### src/rtl/regfile_pkg.sv
// Shared constants and helpers for the register file: default geometry,
// PC step sizes, and the location of the PC within the register index space.
package regfile_pkg;

  localparam int DEFAULT_WIDTH       = 32;
  localparam int DEFAULT_DEPTH       = 16;
  localparam int DEFAULT_PC_INC      = 4;
  localparam int DEFAULT_PC_READ_OFS = 8;

  // The PC always occupies the highest architectural index.
  function automatic int pc_index(input int depth);
    return depth - 1;
  endfunction

endpackage

### src/rtl/reg_word.sv
// One general-purpose register with per-byte write enables and synchronous reset.
module reg_word
  import regfile_pkg::*;
#(
  parameter int WIDTH = DEFAULT_WIDTH
) (
  input  logic               clk,
  input  logic               reset,
  input  logic               en,
  input  logic [WIDTH/8-1:0] byte_en,
  input  logic [WIDTH-1:0]   d,
  output logic [WIDTH-1:0]   q
);

  always_ff @(posedge clk) begin
    if (reset) begin
      q <= '0;
    end else if (en) begin
      for (int b = 0; b < WIDTH / 8; b++) begin
        if (byte_en[b]) q[8*b +: 8] <= d[8*b +: 8];
      end
    end
  end

endmodule

### src/rtl/register_file.sv
// Multi-ported register file with byte-masked writes, write-first read bypass,
// and an auto-incrementing PC living at the top index.
module register_file
  import regfile_pkg::*;
#(
  parameter int WIDTH       = DEFAULT_WIDTH,
  parameter int DEPTH       = DEFAULT_DEPTH,
  parameter int PC_INC      = DEFAULT_PC_INC,
  parameter int PC_READ_OFS = DEFAULT_PC_READ_OFS,
  localparam int AW         = $clog2(DEPTH)
) (
  input  logic               clk,
  input  logic               reset,
  input  logic               writeEnable,
  input  logic [AW-1:0]      writeAddr,
  input  logic [WIDTH-1:0]   writeData,
  input  logic [WIDTH/8-1:0] byteEnable,
  input  logic [AW-1:0]      readAddr1,
  input  logic [AW-1:0]      readAddr2,
  output logic [WIDTH-1:0]   readData1,
  output logic [WIDTH-1:0]   readData2,
  input  logic               pcStall,
  output logic [WIDTH-1:0]   pcOut
);

  localparam int NB     = WIDTH / 8;
  localparam int PC_IDX = pc_index(DEPTH);

  function automatic logic [WIDTH-1:0] merge_bytes(input logic [WIDTH-1:0] old_word,
                                                   input logic [WIDTH-1:0] new_word,
                                                   input logic [NB-1:0]    be);
    logic [WIDTH-1:0] result;
    result = old_word;
    for (int b = 0; b < NB; b++) begin
      if (be[b]) result[8*b +: 8] = new_word[8*b +: 8];
    end
    return result;
  endfunction

  logic [WIDTH-1:0] pc;
  logic [WIDTH-1:0] pc_read;
  logic [WIDTH-1:0] words [DEPTH];
  logic [WIDTH-1:0] write_merged;
  logic             write_ok;
  logic             pc_write;

  // words[] presents every index uniformly, with the PC slotted in at the top.
  assign words[PC_IDX] = pc;
  assign write_ok      = writeEnable && (int'(writeAddr) < DEPTH);
  assign write_merged  = merge_bytes(words[writeAddr], writeData, byteEnable);
  assign pc_write      = write_ok && (int'(writeAddr) == PC_IDX) && (|byteEnable);
  assign pc_read       = pc + WIDTH'(PC_READ_OFS);
  assign pcOut         = pc;

  for (genvar i = 0; i < DEPTH - 1; i++) begin : g_word
    reg_word #(.WIDTH(WIDTH)) u_word (
      .clk     (clk),
      .reset   (reset),
      .en      (write_ok && (int'(writeAddr) == i)),
      .byte_en (byteEnable),
      .d       (writeData),
      .q       (words[i])
    );
  end

  // A PC write acts as a branch and wins over both increment and stall.
  always_ff @(posedge clk) begin
    if (reset) begin
      pc <= '0;
    end else if (pc_write) begin
      pc <= write_merged;
    end else if (!pcStall) begin
      pc <= pc + WIDTH'(PC_INC);
    end
  end

  logic [AW-1:0]    rd_addr [2];
  logic [WIDTH-1:0] rd_data [2];

  assign rd_addr[0] = readAddr1;
  assign rd_addr[1] = readAddr2;

  // The PC index is checked before the bypass so it never sees in-flight writes.
  for (genvar p = 0; p < 2; p++) begin : g_read
    assign rd_data[p] = (int'(rd_addr[p]) >= DEPTH)              ? '0 :
                        (int'(rd_addr[p]) == PC_IDX)             ? pc_read :
                        (writeEnable && rd_addr[p] == writeAddr) ? write_merged :
                                                                   words[rd_addr[p]];
  end

  assign readData1 = rd_data[0];
  assign readData2 = rd_data[1];

endmodule

### config.mk
export PLATFORM = sky130hd
export DESIGN_NAME = register_file
export DESIGN_NICKNAME = d
export VERILOG_FILES = /design/src/rtl/regfile_pkg.sv /design/src/rtl/reg_word.sv /design/src/rtl/register_file.sv
export SDC_FILE = /design/constraint.sdc
export NUM_CORES = 1
export LEC_CHECK = 0
export CELL_PAD_IN_SITES_DETAIL_PLACEMENT = 0
export CELL_PAD_IN_SITES_GLOBAL_PLACEMENT = 1
export CORE_MARGIN = 8
export CORE_UTILIZATION = 50
export CTS_CLUSTER_DIAMETER = 100
export DETAILED_ROUTE_END_ITERATION = 6
export PLACE_DENSITY = 0.87
export SETUP_SLACK_MARGIN = 0.02
export SYNTH_ARGS = -nofsm -noshare
export SYNTH_HDL_FRONTEND = slang
export SYNTH_HIERARCHICAL = 1
export SYNTH_SLANG_ARGS = --single-unit
### constraint.sdc
create_clock -name clk -period 3.4 [get_ports clk]
set_clock_uncertainty 0.15 [all_clocks]
set_input_delay 0.51 -clock clk [delete_from_list [all_inputs] [get_ports clk]]
set_output_delay 0.51 -clock clk [all_outputs]
set_load 0.02 [all_outputs]
==> flow_metrics.tcl <==
set metrics [dict create \
    status "complete, but fails checks" \
    violations "DRC, setup timing" \
    dp_hpwl_microns 101000 \
    routabilityCongestion 1.02 \
    fin_area_sq_mm 0.0448 \
    postPlaceCellArea_sq_mm 0.0420 \
    htree_levels 2 \
    clk_transition_reported_paths_ns 0.06 \
    start_util_pct 50.1 \
    fin_worst_hold_slack_ns 0.175 \
    hold_violations 0 \
    cp_max_fo 5 \
    top_level_ports 148 \
    grt_pass1_wl_microns 220000 \
    yosys_register_bits 512 \
    postLayoutCoreUtil_pct 59.4 \
    powerDensity_mw_per_mm2 337 \
    endpoint_kind "output pin" \
    finalCriticalPeriod_ns 3.56 \
    synth-main-ff-cell "dfxtp_1" \
    synth_area_per_cell_sq_um 9.96 \
    syn_inst 3797 \
    critical_path_arrival_ns 2.90 \
    drv_slew 0 \
    final_cell_mix "nand3_1, dfxtp_1, buf_4, a21oi_1, a21bo_1" \
    power_leakage_nw 16.0 \
    synth_seq_area_share_pct 27.1 \
    power_mw 15.1 \
    final_common_cell "nand3_1" \
    fin_tns_setup_ns -0.917 \
    yosys_warnings 6 \
    root_buffer "clkbuf_16" \
    tightest_slew_ns 0.769 \
    core_area_sq_mm 0.0754 \
    path_class "reg -> out" \
    groute.usage.overall_pct 33.3 \
    syn-cell-area_sq_mm 0.0378 \
    die_h_microns 291 \
    vdd_drop_max_mv 0.367 \
    cts_buffer_depth 3 \
    post-place-cells 4910 \
    max_freq_ghz 0.281 \
    worstPathRequired_ns 2.74 \
    port-buffer-count 147 \
    grt-ovfl-total 0 \
    ff2ff_setup_slack_ns 0.59 \
    setup_ws_ns -0.156 \
    nNetsFinal 4066 \
    grt_pass1_vias 33928 \
    clock_sinks 512 \
    vias 35617 \
    yosysUniqueCellTypes 72 \
    fin_cells 5038 \
    holdBufCountCts 0 \
    floorplan.rows 101 \
    area_delta_synth_final_pct 18.4 \
    grt_max_degree 112 \
    routed_wl_microns 148000 \
    synth-edff-count 0 \
    drtAntennaViolNets 0 \
    die_w_microns 291 \
    period_share_pct 105 \
    first_pass_iters 7 \
    async_reset_ff_share_pct 0 \
    layout-drive-gt1-share_pct 33.5 \
    cts_buffers 57 \
    cp-start-kind "flip-flop" \
    maxCapViolCount 0 \
    maxSlewHeadroom_pct 48.7 \
    antenna_found_initial 4 \
    dr.first_iter.drc_count 5161 \
    rsz0062_at_grt "yes" \
    finalSetupViolCount 15 \
    pre_cts_ws_ns -0.467 \
    cts_tree "built" \
    syn-num-nets 3851 \
    wl_per_cell_microns 29.5 \
    insertion_delay_ns 0.64 \
    hp-class "in -> reg" \
    vias_per_cell 7.07 \
    drc 35 \
    die-area_sq_mm 0.0847 \
]
==> power breakdown <==
group	internal [mW]	switching [mW]	total, mW
registers	6.04	0.0582	6.10
logic	1.08	1.66	2.75
clock network	3.48	2.76	6.23
total	10.6	4.47	15.1
==> worst max-delay path, cell delays in order, from the launching register on <==
cell and delay, ns:
dfxtp_4 0.36, buf_6 0.11, nand3_4 0.08, or4_4 0.53, buf_6 0.19, buf_6 0.12, nor4_4 0.18, xnor2_2 0.13
a221oi_2 0.35, buf_4 0.20
==> cell usage after synthesis, drive strengths merged (3+ instances only) <==
master  number  area (sq um)
nand2b      30           188
dfxtp      512         10200
a21oi      508          2880
o31ai        3          22.5
a32o         4          40.0
o211ai       3          22.5
clkbuf      87           328
nand2       60           230
o21ai        9          48.8
mux4       276          6220
a211oi      70           526
mux2        59           664
and2         3          18.8
a31o         6          52.6
o221ai      13           114
and3        12          75.1
nand3      493          2470
buf        421          3290
nor3        57           295
and4         4          35.0
a21bo      480          4800
inv          8          30.0
nand4        9          62.6
or4          4          33.8
nand3b       4          30.0
mux2i      162          1620
o32ai        6          52.6
or2          5          31.3
nor2        80           300
xor2        10          87.6
nor4        13           103
nor2b       46           288
a22oi       46           345
a222oi      12           120
o22a         8          70.1
xnor2       45           394
a221oi      33           302
o41ai       13           166
or3         23           144
o22ai      142           888
==> state kept, by name, summed over array words and instances (netlist names) <==
name,cells
g_word.u_word/q,480
pcOut,32
==> layout make-up <==
type                       count  area (sq um)
clock inverter                18           123
clock buffer                  87          1720
multi-input combinational   2769         24800
timing repair buffer         664          6570
tap                          978          1220
sequential                   512         10300
inverter                       8          30.0
antenna                        2          5.00
fill                        6266         30700
==> worst paths after layout <==
kind / to / cells past startpoint / startpoint
min: g_word[0].u_word/q[2] / 3 / byteEnable[0]
max reg2reg: pcOut[30] / 10 / pcOut[3]
max: readData1[30] / 9 / pcOut[3]
min reg2reg: g_word[4].u_word/q[3] / 2 / g_word[4].u_word/q[3]
==> metal layers <==
metal	up-vias	part of all wire, %	global-route usage, %
li1	15028	-	-
met1	17473	39	45.1
met2	2618	43	49.6
met3	498	13	9.65
met4	0	4.9	13.9
met5	-	0	0
==> timing repair <==
item                       CTS  global route
resized for setup          336           106
pin swaps                   46            43
setup buffers               15             9
setup endpoints to repair   64            55
==> logic make-up (layout without fill, tap and decap cells) <==
| kind of cell | after synthesis | count (layout) | synth area share [%] |
|---|---|---|---|
| mux | 497 | 497 | 22.5 |
| simple gates | 850 | 850 | 11.6 |
| flops | 512 | 512 | 27.1 |
| compound gates | 1365 | 1365 | 27.8 |
| other cells | 0 | 2 | 0 |
| buf+inv | 516 | 777 | 9.66 |
| xor+xnor | 55 | 55 | 1.27 |
| fa+ha+maj | 2 | 2 | 0.0662 |
Power figures use the tool's default switching activity.
